--- config.mk ---
export PLATFORM = sky130hd
export DESIGN_NAME = cnt_share_arb_flat
export DESIGN_NICKNAME = d
export VERILOG_FILES = /design/src/rtl/cnt_share_arb_if.sv /design/src/rtl/cnt_share_arb.sv /design/src/flat_wrapper.sv
export SDC_FILE = /design/constraint.sdc
export NUM_CORES = 1
export LEC_CHECK = 0
export BUFFER_PORTS_ARGS = -buffer_cell sky130_fd_sc_hd__buf_2
export CAP_MARGIN = 20
export CORE_ASPECT_RATIO = 0.6
export CORE_MARGIN = 2
export CORE_UTILIZATION = 40
export DETAILED_ROUTE_END_ITERATION = 10
export GPL_TIMING_DRIVEN = 0
export HOLD_SLACK_MARGIN = 0.02
export PLACE_DENSITY_LB_ADDON = 0.05
export SLEW_MARGIN = 20
export SYNTH_ARGS = -nofsm -noshare
export SYNTH_HDL_FRONTEND = slang
export SYNTH_SLANG_ARGS = --single-unit
--- constraint.sdc ---
create_clock -name clk -period 3.6 [get_ports clk]
set_clock_uncertainty 0.2 [all_clocks]
set_input_delay 0 -clock clk [delete_from_list [all_inputs] [get_ports clk]]
set_output_delay 0 -clock clk [all_outputs]
set_load 0.05 [all_outputs]
--- src/rtl/cnt_share_arb_if.sv ---
// -----------------------------------------------------------------------------
// cnt_share_arb_if -- request/grant and counter bus of cnt_share_arb.
//
// Signals:
//   req      [NREQ]     per-requester request level, held until done
//   len      [NREQ*W]   packed burst lengths, slice i for requester i
//   gnt      [NREQ]     one-hot grant, zero when no burst runs
//   busy                high while a burst runs
//   a        [W]        shared counter value
//   b        [W]        counter value from the previous cycle
//   done                single-cycle pulse at burst end
//   done_id  [IDW]      index of the finished requester (0 when done=0)
//   aborted             done qualifier: burst ended because req dropped
//
// Modports: master drives req/len (requesters), slave is the arbiter.
// -----------------------------------------------------------------------------
interface cnt_share_arb_if #(
    parameter int NREQ = 4,
    parameter int W    = 4
);
    localparam int IDW = $clog2(NREQ);

    logic [NREQ-1:0]   req;
    logic [NREQ*W-1:0] len;
    logic [NREQ-1:0]   gnt;
    logic              busy;
    logic [W-1:0]      a;
    logic [W-1:0]      b;
    logic              done;
    logic [IDW-1:0]    done_id;
    logic              aborted;

    modport master (
        output req, len,
        input  gnt, busy, a, b, done, done_id, aborted
    );

    modport slave (
        input  req, len,
        output gnt, busy, a, b, done, done_id, aborted
    );
endinterface

--- src/rtl/cnt_share_arb.sv ---
// -----------------------------------------------------------------------------
// cnt_share_arb -- one W-bit counter shared by NREQ requesters.
//
// A requester wins the counter, runs a burst of len[id] increments (0 means
// 2^W), and the arbiter pulses done with the finishing id. Dropping req during
// the burst aborts it. IDLE -> RUN -> DONE -> IDLE; arbitration only in IDLE,
// so there is always one dead cycle between bursts.
//
// Ports:
//   clk   rising-edge clock
//   rst   synchronous active-high reset
//   bus   cnt_share_arb_if.slave (req, len in; gnt, busy, a, b, done,
//         done_id, aborted out; all outputs registered)
//
// Build option:
//   CNT_SHARE_ARB_FIXED_PRIO_EN  defined   -> lowest asserted index wins
//                                undefined -> round-robin after last finisher
// -----------------------------------------------------------------------------
module cnt_share_arb #(
    parameter int NREQ = 4,
    parameter int W    = 4
) (
    input  logic           clk,
    input  logic           rst,
    cnt_share_arb_if.slave bus
);
    localparam int IDW = $clog2(NREQ);

    typedef enum logic [1:0] {IDLE, RUN, DONE} state_e;

    state_e          state_q, state_d;
    logic [NREQ-1:0] gnt_q, gnt_d;
    logic            busy_q, busy_d;
    logic [W-1:0]    a_q, a_d;
    logic [W-1:0]    b_q, b_d;
    logic [W-1:0]    remain_q, remain_d;
    logic [IDW-1:0]  id_q, id_d;
    logic            done_q, done_d;
    logic [IDW-1:0]  done_id_q, done_id_d;
    logic            aborted_q, aborted_d;

    logic [IDW-1:0]  win;
    logic [IDW-1:0]  cand;
    logic            finish;
    logic [W-1:0]    len_arr [NREQ];

    for (genvar gi = 0; gi < NREQ; gi++) begin : g_len
        assign len_arr[gi] = bus.len[gi*W +: W];
    end

`ifdef CNT_SHARE_ARB_FIXED_PRIO_EN
    // Scan from the top down so the lowest asserted index is written last.
    always_comb begin
        win  = '0;
        cand = '0;
        for (int i = NREQ - 1; i >= 0; i--) begin
            cand = IDW'(i);
            if (bus.req[cand]) win = cand;
        end
    end
`else
    logic [IDW-1:0] last_id_q, last_id_d;

    // Scan from farthest (last_id itself) to nearest (last_id+1) so the
    // nearest asserted requester after the last finisher is written last.
    always_comb begin
        win  = last_id_q;
        cand = '0;
        for (int i = NREQ; i >= 1; i--) begin
            cand = IDW'((int'(last_id_q) + i) % NREQ);
            if (bus.req[cand]) win = cand;
        end
    end
`endif

    // Burst ends on the last increment or when the owner drops its request.
    assign finish = !bus.req[id_q] || (remain_q == W'(1));

    always_comb begin
        // NOTE: every next-state variable gets a default first; a path that
        // leaves one unassigned would infer a latch.
        state_d   = state_q;
        gnt_d     = gnt_q;
        busy_d    = busy_q;
        a_d       = a_q;
        b_d       = b_q;
        remain_d  = remain_q;
        id_d      = id_q;
        done_d    = 1'b0;
        done_id_d = '0;
        aborted_d = 1'b0;
`ifndef CNT_SHARE_ARB_FIXED_PRIO_EN
        last_id_d = last_id_q;
`endif
        unique case (state_q)
            IDLE: begin
                if (|bus.req) begin
                    state_d  = RUN;
                    id_d     = win;
                    gnt_d    = NREQ'(1) << win;
                    busy_d   = 1'b1;
                    a_d      = '0;
                    b_d      = '0;
                    remain_d = len_arr[win];  // 0 wraps through 2^W decrements
                end
            end
            RUN: begin
                if (bus.req[id_q]) begin
                    a_d      = a_q + 1'b1;
                    b_d      = a_q;
                    remain_d = remain_q - 1'b1;
                end
                if (finish) begin
                    state_d   = DONE;
                    gnt_d     = '0;
                    busy_d    = 1'b0;
                    done_d    = 1'b1;
                    done_id_d = id_q;
                    aborted_d = !bus.req[id_q];
`ifndef CNT_SHARE_ARB_FIXED_PRIO_EN
                    last_id_d = id_q;
`endif
                end
            end
            DONE: state_d = IDLE;
            default: state_d = IDLE;
        endcase
    end

    // NOTE: sequential state uses non-blocking assignments so every register
    // samples the pre-edge values, independent of statement order.
    always_ff @(posedge clk) begin
        if (rst) begin
            state_q   <= IDLE;
            gnt_q     <= '0;
            busy_q    <= 1'b0;
            a_q       <= '0;
            b_q       <= '0;
            remain_q  <= '0;
            id_q      <= '0;
            done_q    <= 1'b0;
            done_id_q <= '0;
            aborted_q <= 1'b0;
`ifndef CNT_SHARE_ARB_FIXED_PRIO_EN
            last_id_q <= IDW'(NREQ - 1);  // first pick is requester 0
`endif
        end else begin
            state_q   <= state_d;
            gnt_q     <= gnt_d;
            busy_q    <= busy_d;
            a_q       <= a_d;
            b_q       <= b_d;
            remain_q  <= remain_d;
            id_q      <= id_d;
            done_q    <= done_d;
            done_id_q <= done_id_d;
            aborted_q <= aborted_d;
`ifndef CNT_SHARE_ARB_FIXED_PRIO_EN
            last_id_q <= last_id_d;
`endif
        end
    end

    assign bus.gnt     = gnt_q;
    assign bus.busy    = busy_q;
    assign bus.a       = a_q;
    assign bus.b       = b_q;
    assign bus.done    = done_q;
    assign bus.done_id = done_id_q;
    assign bus.aborted = aborted_q;

endmodule

--- src/flat_wrapper.sv ---
// flat-port wrapper written by rule: the top's interface ports become plain ports
module cnt_share_arb_flat 
#(
    parameter int NREQ = 4,
    parameter int W    = 4
)
  (clk, rst, bus_req, bus_len, bus_gnt, bus_busy, bus_a, bus_b, bus_done, bus_done_id, bus_aborted);
  cnt_share_arb_if #(.NREQ(NREQ), .W(W)) bus_i ();
  input  logic clk;
  input  logic rst;
  input wire logic [$bits(bus_i.req)-1:0] bus_req;
  input wire logic [$bits(bus_i.len)-1:0] bus_len;
  output wire logic [$bits(bus_i.gnt)-1:0] bus_gnt;
  output wire logic [$bits(bus_i.busy)-1:0] bus_busy;
  output wire logic [$bits(bus_i.a)-1:0] bus_a;
  output wire logic [$bits(bus_i.b)-1:0] bus_b;
  output wire logic [$bits(bus_i.done)-1:0] bus_done;
  output wire logic [$bits(bus_i.done_id)-1:0] bus_done_id;
  output wire logic [$bits(bus_i.aborted)-1:0] bus_aborted;
  assign bus_i.req = bus_req;
  assign bus_i.len = bus_len;
  assign bus_gnt = bus_i.gnt;
  assign bus_busy = bus_i.busy;
  assign bus_a = bus_i.a;
  assign bus_b = bus_i.b;
  assign bus_done = bus_i.done;
  assign bus_done_id = bus_i.done_id;
  assign bus_aborted = bus_i.aborted;
  cnt_share_arb #(.NREQ(NREQ), .W(W)) u_core (.clk(clk), .rst(rst), .bus(bus_i));
endmodule
==> metrics.md <==
| Metric | Value |
|---|---|
| Cell with the most instances after synthesis | `sky130_fd_sc_hd__dfxtp_1` |
| Hold Crit Depth | `3` |
| Area of placed instances | `0.00164 mm^2` |
| Share of synthesized registers carrying an async set or reset | `0` |
| Rows | `16` |
| Horizontal extent of the die | `80.2 um` |
| Portion of total power attributed to the clock network | `0.142` |
| Initial core utilization | `0.422` |
| Family with the most delay on the worst path | `buffers and inverters` |
| Largest vdd supply drop | `0.000294 V` |
| Cells on worst reg2reg path | `8` |
| Delay of the slowest critical-path stage | `0.56 ns` |
| Critical path launch point type | `flip-flop` |
| Hold Fails Final Rpt | `0` |
| Final instance area | `0.00179 mm^2` |
| Worst max-slew margin expressed relative to the limit | `0.674` |
| Class of the most critical hold timing path | `primary input to flip-flop` |
| Post-cts resize count | `0` |
| Part of the Yosys area used for sequential elements | `0.388` |
| Clock Sinks | `27` |
| Most used cell along the critical path | `sky130_fd_sc_hd__dlygate4sd3_1` |
| Combined buffer and inverter count along the critical path | `3` |
| CTS root buffer | `sky130_fd_sc_hd__clkbuf_8` |
| Post-placement cell count | `248` |
| Final setup TNS | `0 ns` |
| Layout area overhead | `28.2%` |
| Reg-to-reg critical path startpoint | `u_core.last_id_q[0]` |
| Clock slew at the register clock pins of the worst setup and hold paths | `0.09 ns` |
| Final WL | `3.58 mm` |
| CP endpoint kind | `flip-flop` |
| GP Congestion | `0.748` |
| RSZ-0062 raised after global routing | `false` |
| Sw power | `0.523 mW` |
| Clock tree from TritonCTS | `built` |
| Wire length of the first global-routing pass | `6.05 mm` |
| Max capacitance violation total | `0` |
| Leading cell types by total area after synthesis | `sky130_fd_sc_hd__dfxtp_1 (39%), sky130_fd_sc_hd__nand3_1 (6.5%), sky130_fd_sc_hd__nand2_1 (4.8%), sky130_fd_sc_hd__a21oi_1 (4.7%), sky130_fd_sc_hd__a31oi_1 (2.7%)` |
| Via count of the first global-routing pass | `1268` |
| Core area | `0.00330 mm^2` |
| Cells after synthesis | `165` |
| Yosys reg bits | `27` |
| Ys Warns | `0` |
| Number of buffers on the longest clock path | `2` |
| Hold EP | `u_core.bus.aborted` |
| Largest fanout on the critical path | `10` |
| Relative contribution of sequential cells to total power | `0.351` |
| Final Non-Filler Cells | `262` |
| # hold bufs at CTS | `10` |
| Synth cell count leaders | `sky130_fd_sc_hd__dfxtp_1 (27), sky130_fd_sc_hd__nand2_1 (18), sky130_fd_sc_hd__nand3_1 (18)` |
| Routed wire length per instance | `13.7 um` |
| Minimum hold slack | `0.0931 ns` |
| Power Internal | `0.674 mW` |
| Post-synth EDFFs | `0` |
| Predominant post-synthesis flop cell | `sky130_fd_sc_hd__dfxtp_1` |
| Crit Reg-Reg Endpoint | `u_core.remain_q[0]` |
| Number of primary I/O pins | `39` |
| Minimum period implied by the final worst setup slack | `2.95 ns` |
| Remaining antenna violation count | `0` |
| Count of pins over their slew limit | `0` |
| Residual DRC count | `0` |
| Number of port buffers | `38` |
| Actual slew at the worst max-slew pin | `0.477 ns` |
| Period Utilization, post-route | `0.820` |
| Highest clock rate | `339 MHz` |
| Required time of the critical path | `3.57 ns` |
| # nets final | `243` |
| Vias per cell | `5.33` |
| Fraction of final layout cells sized beyond drive strength 1 | `0.263` |
| Worst-path cell chain | `and2b_4, o21ai_2, and3_1, buf_6, nand3_1, dlygate4sd3_1, a41o_1, dlygate4sd3_1` |
| Startpoint-to-endpoint class of the critical path | `flip-flop to flip-flop` |
| Total vias in the final route | `1397` |
| Die extent in y | `49.7 um` |
| Library cells used by synthesis | `43` |
| Sw Ratio | `0.437` |
| Leakage Power | `0.800 nW` |
| Global route total overflow | `0` |
| Final HPWL from detailed placement | `2.67 mm` |
| Syn nets | `190` |
| Area of the die | `0.00399 mm^2` |
| Crit-path slowest cell | `sky130_fd_sc_hd__dlygate4sd3_1` |
| Synth top area share | `0.388` |
| Synthesized area divided by synthesized cell count | `8.45 um^2` |
| Status | `finished clean` |
| Worst-skew pair later-pin latency | `0.27 ns` |
| Crit path arrival time | `2.92 ns` |
| Number of antenna diodes | `0` |
| Post-synthesis cell type with the largest combined area | `sky130_fd_sc_hd__dfxtp_1` |
| First DRT Iteration DRCs | `85` |
| Register-to-Register Setup Slack | `0.65 ns` |
| Post-Syn Area | `0.00139 mm^2` |
| Number of antenna violations at the first check in global routing | `0` |
| Pwr per Cell Area | `670 mW/mm^2` |
| H-tree depth | `1` |
| Post-CTS setup buffer count | `0` |
| HP Start | `bus_req[2]` |
| Final setup violating endpoints | `0` |
| Comb power frac | `0.507` |
| Detailed Routing Iterations Pass 1 | `4` |
| Number of clock buffers inserted by TritonCTS | `3` |
| Total GRT Usage | `0.196` |
| Maximum number of pins on one net before global-route repair | `16` |
cell usage in the layout (no fill, tap or decap), types with 3 or more instances in the layout:
cell,count
sky130_fd_sc_hd__a2111oi_0,3
sky130_fd_sc_hd__a2111oi_1,3
sky130_fd_sc_hd__a21oi_1,13
sky130_fd_sc_hd__a31oi_1,6
sky130_fd_sc_hd__and2_1,3
sky130_fd_sc_hd__buf_2,39
sky130_fd_sc_hd__clkbuf_1,4
sky130_fd_sc_hd__clkbuf_8,3
sky130_fd_sc_hd__dfxtp_1,27
sky130_fd_sc_hd__dlygate4sd3_1,10
sky130_fd_sc_hd__ha_1,3
sky130_fd_sc_hd__inv_1,9
sky130_fd_sc_hd__nand2_1,18
sky130_fd_sc_hd__nand2b_1,4
sky130_fd_sc_hd__nand3_1,18
sky130_fd_sc_hd__nor2_1,10
sky130_fd_sc_hd__nor3_1,5
sky130_fd_sc_hd__o21ai_0,4
sky130_fd_sc_hd__o31ai_1,3
sky130_fd_sc_hd__xor2_1,4
metal layers:
layer / share of wire / vias to the layer above / routed length [um] / track usage
li1: - / 697 / - / -
met1: 0.52 / 668 / 1860 / 0.273
met3: 0.033 / 4 / 117 / 0.0495
met4: 0.0050 / 0 / 18 / 0.0282
met2: 0.44 / 28 / 1580 / 0.315
met5: 0 / - / 0 / 0
worst max path at each step:
| stage | startpoint | to | slack [ns] | cells after the start |
|---|---|---|---|---|
| 5_1_grt | u_core.last_id_q[0] | u_core.remain_q[0] | 0.55 | 8 |
| 4_1_cts | u_core.last_id_q[0] | u_core.remain_q[0] | 0.67 | 8 |
| 2_1_floorplan | u_core.id_q[0] | u_core.bus.a[3] | 1.77 | 5 |
| 3_5_place_dp | u_core.last_id_q[0] | u_core.remain_q[1] | 1.59 | 6 |
| 6_report | u_core.last_id_q[0] | u_core.remain_q[0] | 0.65 | 8 |
| 3_3_place_gp | u_core.id_q[0] | u_core.remain_q[2] | 1.60 | 5 |
power groups by stage:
stage          Clock [mW]  Sequential, mW  Combinational (mW)
2_1_floorplan           0           0.493               0.355
5_1_grt             0.188           0.431               0.665
3_5_place_dp            0           0.427               0.559
6_report            0.170           0.421               0.607
4_1_cts             0.176           0.420               0.603
3_3_place_gp            0           0.424               0.548
tightest hold or removal path: stages:
cell and delay [ns]:
sky130_fd_sc_hd__buf_2 0.12, sky130_fd_sc_hd__mux4_2 0.34, sky130_fd_sc_hd__nor3_1 0.06
cell families (layout without fill, tap and decap cells):
group,after synthesis,after routing,share of synthesized area
AO/OA/AOI/OAI,42,42,0.222
XOR/XNOR,4,4,0.0251
adder cells (fa/ha/maj),3,3,0.0269
buffers and inverters,15,67,0.0467
flip-flops,27,27,0.388
multiplexers,3,3,0.0305
AND/OR/NAND/NOR,71,71,0.261
state kept, by name, indices dropped and copies added (netlist names):
register / count
u_core.bus.aborted: 1
u_core.last_id_q: 2
u_core.id_q: 2
u_core.bus.done: 1
u_core.remain_q: 4
u_core.bus.done_id: 2
u_core.bus.busy: 1
u_core.bus.b: 4
u_core.state_q: 2
u_core.bus.gnt: 4
u_core.bus.a: 4
metrics by stage:
step / power (mW) / worst slack [ns] / util
finish: 1.20 / 0.649 / 0.541
global route: 1.28 / 0.547 / 0.541
CTS: 1.20 / 0.672 / 0.541
detailed placement: 0.987 / 1.59 / 0.497
global placement: 0.972 / 1.60 / 0.497
floorplan: 0.849 / 1.77 / -
area by class of cell:
class	count	area, um^2
repair buffers	48	290
multi-input cells	123	788
plain buffers	6	31.3
well taps	45	56.3
flip-flops and latches	27	541
inverters	9	33.8
clock buffers	3	41.3
clock inverters	1	5.00
fillers	310	1520
Note: power is estimated with default switching activity, not from simulation.
